## src/rtl/regfile_pkg.sv

```systemverilog
// Shared types and helpers for the scoreboarded register file.
package regfile_pkg;

    typedef enum logic [0:0] {
        CLEAR = 1'b0,
        RUN   = 1'b1
    } state_t;

    // Width needed to count 0..depth inclusive.
    function automatic int count_width(input int depth);
        return $clog2(depth + 1);
    endfunction

endpackage

```

## src/rtl/regfile_scoreboard.sv

```systemverilog
// Pending-write scoreboard: busy bits, busy count, hazard stall and writeback error pulse.
module regfile_scoreboard
    import regfile_pkg::*;
#(
    parameter  int DEPTH = 32,
    localparam int AW    = $clog2(DEPTH),
    localparam int CW    = count_width(DEPTH)
) (
    input  logic          clk,
    input  logic          reset,
    input  logic          i_run,
    input  logic          i_w,
    input  logic [AW-1:0] i_waddr,
    input  logic [AW-1:0] i_raddr1,
    input  logic [AW-1:0] i_raddr2,
    input  logic          i_issue_valid,
    input  logic [AW-1:0] i_issue_dst,
    input  logic          i_issue_use2,
    output logic          o_stall,
    output logic          o_wr_err,
    output logic [CW-1:0] o_busy_count
);

    logic [DEPTH-1:0] r_busy;
    logic [DEPTH-1:0] w_busy_next;
    logic [DEPTH-1:0] w_beff;
    logic [CW-1:0]    r_busy_count;
    logic             r_wr_err;

    logic w_wr_live;
    logic w_accept;
    logic w_set_en;
    logic w_clr_en;

    assign w_wr_live = i_run & i_w & (i_waddr != '0);

    // A writeback landing this cycle resolves the hazard on its register.
    generate
        for (genvar gi = 0; gi < DEPTH; gi++) begin : g_beff
            assign w_beff[gi] = r_busy[gi] & ~(i_w && (i_waddr == AW'(gi)));
        end
    endgenerate

    assign o_stall = ~i_run
                   | (i_issue_valid & (w_beff[i_raddr1]
                                       | (i_issue_use2 & w_beff[i_raddr2])
                                       | w_beff[i_issue_dst]));

    assign w_accept = i_run & i_issue_valid & ~o_stall;
    assign w_set_en = w_accept & (i_issue_dst != '0);
    assign w_clr_en = w_wr_live & r_busy[i_waddr];

    // Issue wins over writeback when both target the same register.
    generate
        for (genvar gi = 0; gi < DEPTH; gi++) begin : g_busy_next
            if (gi == 0) begin : g_zero
                assign w_busy_next[gi] = 1'b0;
            end else begin : g_reg
                assign w_busy_next[gi] =
                    (w_set_en && (i_issue_dst == AW'(gi))) ? 1'b1 :
                    (w_clr_en && (i_waddr == AW'(gi)))     ? 1'b0 :
                    r_busy[gi];
            end
        end
    endgenerate

    always_ff @(posedge clk) begin
        if (reset) begin
            r_busy       <= '0;
            r_busy_count <= '0;
            r_wr_err     <= 1'b0;
        end else begin
            r_busy   <= w_busy_next;
            r_wr_err <= w_wr_live & ~r_busy[i_waddr];
            if (w_set_en && !w_clr_en) begin
                r_busy_count <= r_busy_count + CW'(1);
            end else if (w_clr_en && !w_set_en) begin
                r_busy_count <= r_busy_count - CW'(1);
            end
        end
    end

    assign o_wr_err     = r_wr_err;
    assign o_busy_count = r_busy_count;

endmodule

```

## src/rtl/regfile_sb.sv

```systemverilog
// Register file with post-reset clear engine, write-to-read bypass and pending-write scoreboard.
module regfile_sb
    import regfile_pkg::*;
#(
    parameter  int WIDTH = 8,
    parameter  int DEPTH = 32,
    localparam int AW    = $clog2(DEPTH),
    localparam int CW    = count_width(DEPTH)
) (
    input  logic             clk,
    input  logic             reset,
    output logic             ready,
    input  logic [AW-1:0]    Raddr1,
    input  logic [AW-1:0]    Raddr2,
    output logic [WIDTH-1:0] Rdata1,
    output logic [WIDTH-1:0] Rdata2,
    input  logic             w,
    input  logic [AW-1:0]    Waddr,
    input  logic [WIDTH-1:0] Wdata,
    input  logic             issue_valid,
    input  logic [AW-1:0]    issue_dst,
    input  logic             issue_use2,
    output logic             stall,
    output logic             wr_err,
    output logic [CW-1:0]    busy_count
);

    state_t            r_state;
    logic [AW-1:0]     r_clr_ptr;
    logic [WIDTH-1:0]  r_gpr [DEPTH];

    logic              w_ready;
    logic              w_clearing;
    logic              w_we;
    logic [AW-1:0]     w_waddr;
    logic [WIDTH-1:0]  w_wdata;

    assign w_ready    = (r_state == RUN);
    assign w_clearing = (r_state == CLEAR);
    assign ready      = w_ready;

    always_ff @(posedge clk) begin
        if (reset) begin
            r_state   <= CLEAR;
            r_clr_ptr <= AW'(1);
        end else if (w_clearing) begin
            r_clr_ptr <= r_clr_ptr + AW'(1);
            if (r_clr_ptr == AW'(DEPTH - 1)) begin
                r_state <= RUN;
            end
        end
    end

    // Single write port shared by the clear engine and writeback keeps storage RAM-mappable.
    assign w_we    = ~reset & (w_clearing | (w && (Waddr != '0)));
    assign w_waddr = w_clearing ? r_clr_ptr : Waddr;
    assign w_wdata = w_clearing ? '0 : Wdata;

    always_ff @(posedge clk) begin
        if (w_we) begin
            r_gpr[w_waddr] <= w_wdata;
        end
    end

    always_comb begin
        Rdata1 = '0;
        if (w_ready && (Raddr1 != '0)) begin
            Rdata1 = (w && (Waddr == Raddr1)) ? Wdata : r_gpr[Raddr1];
        end
    end

    always_comb begin
        Rdata2 = '0;
        if (w_ready && (Raddr2 != '0)) begin
            Rdata2 = (w && (Waddr == Raddr2)) ? Wdata : r_gpr[Raddr2];
        end
    end

    regfile_scoreboard #(
        .DEPTH (DEPTH)
    ) u_scoreboard (
        .clk           (clk),
        .reset         (reset),
        .i_run         (w_ready),
        .i_w           (w),
        .i_waddr       (Waddr),
        .i_raddr1      (Raddr1),
        .i_raddr2      (Raddr2),
        .i_issue_valid (issue_valid),
        .i_issue_dst   (issue_dst),
        .i_issue_use2  (issue_use2),
        .o_stall       (stall),
        .o_wr_err      (wr_err),
        .o_busy_count  (busy_count)
    );

endmodule

```

## config.mk

```make
export PLATFORM = sky130hd
export DESIGN_NAME = regfile_sb
export DESIGN_NICKNAME = d
export VERILOG_FILES = /design/src/rtl/regfile_pkg.sv /design/src/rtl/regfile_scoreboard.sv /design/src/rtl/regfile_sb.sv
export SDC_FILE = /design/constraint.sdc
export NUM_CORES = 1
export LEC_CHECK = 0
export BUFFER_PORTS_ARGS = -buffer_cell sky130_fd_sc_hd__buf_2
export CAP_MARGIN = 20
export CORE_MARGIN = 2
export CORE_UTILIZATION = 50
export DETAILED_ROUTE_END_ITERATION = 16
export PLACE_DENSITY_LB_ADDON = 0.3
export SLEW_MARGIN = 20
export SYNTH_ARGS = -nofsm -noshare
export SYNTH_HDL_FRONTEND = slang
export SYNTH_SLANG_ARGS = --single-unit
```

## constraint.sdc

```tcl
create_clock -name clk -period 6.2 [get_ports clk]
set_clock_uncertainty 0.1 [all_clocks]
set_input_delay 1.24 -clock clk [delete_from_list [all_inputs] [get_ports clk]]
set_output_delay 1.24 -clock clk [all_outputs]
set_load 0.01 [all_outputs]
```

Word-level counts from Yosys, hierarchy flattened
Memory sizes are Yosys's and may differ from the RTL's.
Index checks and enable logic that the tools add are counted.

storage, ports and cells
  register bits = 45
  bits in latches = 0
  bits in writable memories = 256
  bits in read-only memories = 0
  input port bits = 33
  output and inout bits = 25
  logic and storage cells = 413
  memories kept = 1

cells by class
  add/sub/neg operators = 3
  $mul = 0
  divide/modulo/power cells = 0
  magnitude comparators = 4
  eq/ne operators = 65
  shift-type cells = 0
  mux-type cells = 82
  bitwise logic cells = 82
  reduce and logical (&&, ||, !) cells = 140

memories
  memory  words  bits a word  read ports  clocked after Yosys merged registers in  wr ports  RTL line          source
  r_gpr   32     8            2           0                                        1         regfile_sb.sv:30  logic [WIDTH-1:0] r_gpr [DEPTH];

operator list
  kind                 number
  $eq 5x5->1 const B   33
  $logic_and 1x1->1    101
  $eq 5x4->1 const B   16
  $mux 1               70
  $reduce_bool 2->1    32
  $and 1x1->1          42
  $eq 5x3->1 const B   8
  $mux 8               5
  $not 1->1            36
  $lt 5x6->1 const B   4
  $bmux 1 s5           4
  $eq 5x2->1 const B   4
  $reduce_bool 5->1    4
  $mux 6               2
  $eq 5x1->1 const B   2
  $eq 5x5->1           2
  $add 6x1->6 const B  1
  $sub 6x1->6 const B  1
  $add 5x1->5 const B  1
  $logic_not 5->1      1
  $mux 5               1
  $or 1x1->1           4
  $logic_not 1->1      2

Logic depth before layout (Yosys ltp)
  depth in word-level cells = 18
  mapped depth = 21
  depth with buffers taken out = 17

Hierarchy
From an unflattened synthesis, not the netlist that was laid out.

unflattened totals
  cells, all modules = 1,187
  area total of the unflattened synthesis = 16,498.3 um2

by module, submodules not included
  module              instances  cells an instance  area each (um2)  sequential area each (um2)
  regfile_sb          1          726                12,922.4         7,807.5
  regfile_scoreboard  1          461                3,575.9          760.7

Worst setup path after synthesis
OpenSTA, ideal clock, no wires.

  path type = input -> register
  start point = in Waddr[4]
  end point = reg u_scoreboard.r_busy_count[5] (netlist: u_scoreboard.o_busy_count[5])
  library setup time = 0.070 ns
  arrival time = 4.978 ns
  data required time = 6.030 ns
  slack = 1.052 ns
  stages = 20
  buffers on the path = 4
  path through = buf_4 > nand2_2 > buf_2 > buf_2 > or4b_2 > a221o_1 > a41oi_2 > o41ai_4 > buf_2 > nor2_1 > ha_1 > inv_1 > ha_1 > a21o_1 > a21oi_1 > o21bai_1 > a21oi_1 > xnor2_1 > or3_1 > a21oi_1

between the ends
  cells in the longest elaborated chain, start to end = 17
  elaborated cells between the ends (all ways) = 153
  classes of those cells = eq/ne: 31; mux: 9; bitwise: 74; reduce/logical: 39

ends and longest elaborated chain
  what                                      RTL line                  source
  from (decl)                               regfile_sb.sv:18          input logic [AW-1:0] Waddr,
  $eq 5x1->1, or another cell as far along  regfile_scoreboard.sv:40  assign w_beff[gi] = r_busy[gi] & ~(i_w && (i_waddr == AW'(gi)));
  $logic_and 1x1->1                         regfile_scoreboard.sv:40
  $not 1->1                                 regfile_scoreboard.sv:40
  $and 1x1->1                               regfile_scoreboard.sv:40
  $bmux 1 s5                                regfile_scoreboard.sv:46  | (i_issue_use2 & w_beff[i_raddr2])
  $mux 1 (not written as such)              regfile_scoreboard.sv:46
  $and 1x1->1                               regfile_scoreboard.sv:46
  $or 1x1->1                                regfile_scoreboard.sv:46
  $or 1x1->1                                regfile_scoreboard.sv:47  | w_beff[i_issue_dst]));
  $and 1x1->1                               regfile_scoreboard.sv:45  | (i_issue_valid & (w_beff[i_raddr1]
  $or 1x1->1                                regfile_scoreboard.sv:45
  $not 1->1                                 regfile_scoreboard.sv:49  assign w_accept = i_run & i_issue_valid & ~o_stall;
  $and 1x1->1                               regfile_scoreboard.sv:49
  $and 1x1->1                               regfile_scoreboard.sv:50  assign w_set_en = w_accept & (i_issue_dst != '0);
  $logic_not 1->1                           regfile_scoreboard.sv:77  end else if (w_clr_en && !w_set_en) begin
  $logic_and 1x1->1                         regfile_scoreboard.sv:77
  $reduce_bool 2->1 (no source line)        --
  to (signal assigned)                      regfile_scoreboard.sv:76  r_busy_count <= r_busy_count + CW'(1);
  to (signal assigned)                      regfile_scoreboard.sv:78  r_busy_count <= r_busy_count - CW'(1);
  to (decl)                                 regfile_scoreboard.sv:27  logic [CW-1:0] r_busy_count;

Parallel ways exist; a longest one is shown, timed or not. The select of a mux whose other input is x is not followed.
A chain may end at the register's enable or synchronous reset.

Worst setup path in the final report
  start point = in Waddr[1]
  end point = out stall

between the ends
  cells in the longest elaborated chain, start to end = 11
  elaborated cells between the ends (all ways) = 139
  classes of those cells = eq/ne: 31; mux: 6; bitwise: 69; reduce/logical: 33

ends and longest elaborated chain
  what                                      RTL line                  source
  $eq 5x1->1, or another cell as far along  regfile_scoreboard.sv:40
  $logic_and 1x1->1                         regfile_scoreboard.sv:40
  $not 1->1                                 regfile_scoreboard.sv:40
  $and 1x1->1                               regfile_scoreboard.sv:40
  $bmux 1 s5                                regfile_scoreboard.sv:46
  $mux 1 (not written as such)              regfile_scoreboard.sv:46
  $and 1x1->1                               regfile_scoreboard.sv:46
  $or 1x1->1                                regfile_scoreboard.sv:46
  $or 1x1->1 (*)                            regfile_scoreboard.sv:47
  $and 1x1->1 (*)                           regfile_scoreboard.sv:45
  $or 1x1->1 (*)                            regfile_scoreboard.sv:45
  to (decl)                                 regfile_sb.sv:23          output logic stall,

Mark *: on every way between the ends. The rest lies on a longest branch, timed or not. The select of a mux whose other input is x is not followed.

==> results.yml <==
global_routing:
  grt_pass1_wl_um: 68400
  grt_start_max_net_pins: 81
  grt_pass1_vias: 11095
  grt_usage_pct: 27.3
  antenna_found_initial: 0
  grt-ovfl-total: 0
clocking:
  ctsHoldBuffers: 0
  post-cts-setup-buffer-count: 0
  cts.sinks: 300
  numCtsBuffers: 34
  clockBufferDepth: 3
  cts_tree: "done"
  clock_latency_ns: 0.52
  cts_resized: 0
  root_buffer: "clkbuf_16"
  clkTransAtPathRegs_ns: 0.05
  htreeDepth: 2
yosys:
  synth_edf_count: 256
  synthMuxAreaShare_pct: 24.5
  synth.avg_cell_area_um2: 14.6
  synth_top_area_cell: "edfxtp_1"
  ys_seq_area_share_pct: 52.7
  synth_compound_area_share_pct: 9.28
  synth_warnings: 0
  synthSimpleGateAreaFrac_pct: 8.55
  synth_common_cells: "256 x edfxtp_1, 173 x mux4_2, 73 x nor2_1"
  synth_top_family_by_area: "multiplexers"
  yosysMostFrequentCell: "edfxtp_1"
  synth.distinct_cells: 71
  postSynthNetCount: 1156
  syn_inst: 1115
  ys_ff_latch: 300
  synth_area_leaders: "edfxtp_1 47%, mux4_2 24%, dfxtp_1 5.4%"
  yosysTopAreaCellShare_pct: 47.3
  syn_area_um2: 16300
  ys.flop_type: "edfxtp_1"
  ys_async_sr_fraction_pct: 0
  synthXorXnorAreaFrac_pct: 0.969
  synth_fa_ha_area_share_pct: 0.661
worst_setup_path:
  cp_max_fo: 33
  end_kind: "primary output"
  start_kind: "input pin"
  cp.required_ns: 4.86
  cpMaxStageDelayCell: "or4b_1"
  cp.arrival_ns: 4.34
  crit_top_cell: "buf_2"
  rrSetupSlack_ns: 2.25
  crit_buf_inv: 3
  cp_top_family: "simple AND/OR/NAND/NOR gates"
  slowest_delay_ns: 0.61
  cp_cell_sequence: "buf_2 -> or4b_1 -> o211ai_1 -> nand4_1 -> or4_4 -> o32ai_4 -> buf_4 -> nand3_1 -> a2bb2oi_1 -> buf_2"
  crit_type: "in2out"
drt:
  met2_length_um: 21600
  first_iter_violations: 1582
  ant_nets: 0
  wl_met3_um: 4350
  drc: 0
  drt-met1-wl_um: 17600
  via_per_inst: 7.01
  vias: 11152
  wl_per_cell_um: 28.5
  top_layer: "met4"
  firstDrtPassIters: 6
  wirelength_um: 45400
layout:
  multi_input_area_um2: 7180
  drive_gt1_share_pct: 27.5
  num-fill-cells: 2534
  nets: 1170
  antennaDiodeCount: 0
  finalInstanceArea_um2: 17900
  regArea_um2: 8570
  area_delta_synth_final_pct: 10.3
floorplanning:
  rows: 66
  ioPinCount: 58
  die_area_um2: 34000
  start_util_pct: 50.4
  die_h_um: 184
  die_w_um: 184
  core_um2: 32300
outcome:
  status: "finished clean"
placed_design:
  io_buffers: 57
  hpwl_um: 28800
  placed_area_um2: 16900
  dp_slack_ns: 0.399
  routabilityCongestion: 0.966
timing:
  hold_viol: 0
  setup_ws_ns: 0.520
  fin_tns_setup_ns: 0
  fmax_ghz: 0.176
  rsz0062_at_grt: "no"
  slew_headroom_pct: 21.8
  post-route-period-util_pct: 91.6
  worst_slew_pin_slew_ns: 1.17
  drv_slew: 0
  finalSetupViolCount: 0
  fin_crit_ns: 5.68
power:
  p_per_area_nw_per_um2: 255
  total_power_uw: 4580
  p_leak_uw: 0.00557
  max-vdd-ir-drop_v: 0.000205
min_path:
  hp-class: "reg2reg"
job:
  cap_violations: 0
routing by layer:
metal	vias up	track usage [%]
met4	0	9.92
met2	723	43.7
met3	131	4.51
li1	4627	-
met1	5671	37.9
met5	-	0
worst register-to-register path, delay by kind of cell (launching register included):
kind,cells,cell delay [ns]
AOI/OAI and AO/OA,6,0.90
buffers and inverters,1,0.11
muxes,2,1.02
xor gates and xnor gates,1,0.09
adders and majority gates,2,0.49
and+or+nand+nor,4,0.81
DFF,1,0.37
placed cells by master, fill, tap and decap left out, drive strengths merged, types with 7 or more instances in the layout:
cell type,n
edfxtp,256
mux4,173
buf,79
nor2,73
o21ai,70
o211ai,66
nand2,54
dfxtp,44
a21oi,43
clkbuf,43
nand4,35
inv,20
xor2,12
nor2b,11
clkinv,11
nand3,10
and2,10
nor3,8
and3,7
ha,7
worst paths after layout:
| kind | startpoint | end | cells after the start |
|---|---|---|---|
| worst max register to register | u_scoreboard.r_busy[11] | u_scoreboard.o_busy_count[5] | 16 |
| worst min register to register | u_scoreboard.o_busy_count[5] | u_scoreboard.o_busy_count[5] | 2 |
| worst max-delay path | Waddr[1] | stall | 10 |
| worst min-delay path | u_scoreboard.o_busy_count[5] | u_scoreboard.o_busy_count[5] | 2 |
registers in the layout, indices dropped and copies added, names as in the netlist:
register	cells
u_scoreboard.r_busy	31
u_scoreboard.o_wr_err	1
ready	1
u_scoreboard.o_busy_count	6
r_clr_ptr	5
r_gpr	256
cell type report:
class / instances / area share (%)
well taps: 442 / 3.08
repair buffers: 79 / 2.71
flip-flops and latches: 300 / 47.8
clock inverters: 14 / 0.914
clock buffers: 43 / 5.05
multi-input cells: 692 / 40.0
inverters: 22 / 0.460
cell families (layout without fill, tap and decap cells):
group,after synthesis,in the layout
and+or+nand+nor,258,258
AOI/OAI and AO/OA,226,226
buffers and inverters,123,158
xor gates and xnor gates,18,18
adders and majority gates,8,8
DFF,300,300
muxes,182,182
power by group:
group | total [uW] | switching, uW | leakage (uW) | internal [uW]
registers | 2190 | 10.0 | 0.00261 | 2180
logic | 421 | 248 | 0.00245 | 173
clock network | 1970 | 810 | 0.000508 | 1160
metrics by stage:
stage	instances	hold slack, ns	util [%]
floorplan	1115	0.375	-
global placement	1535	0.379	52.2
detailed placement	1535	0.381	52.2
CTS	1592	0.389	55.5
global route	1592	0.415	55.6
finish	1592	0.388	55.6
(Power assumes the default switching activity.)
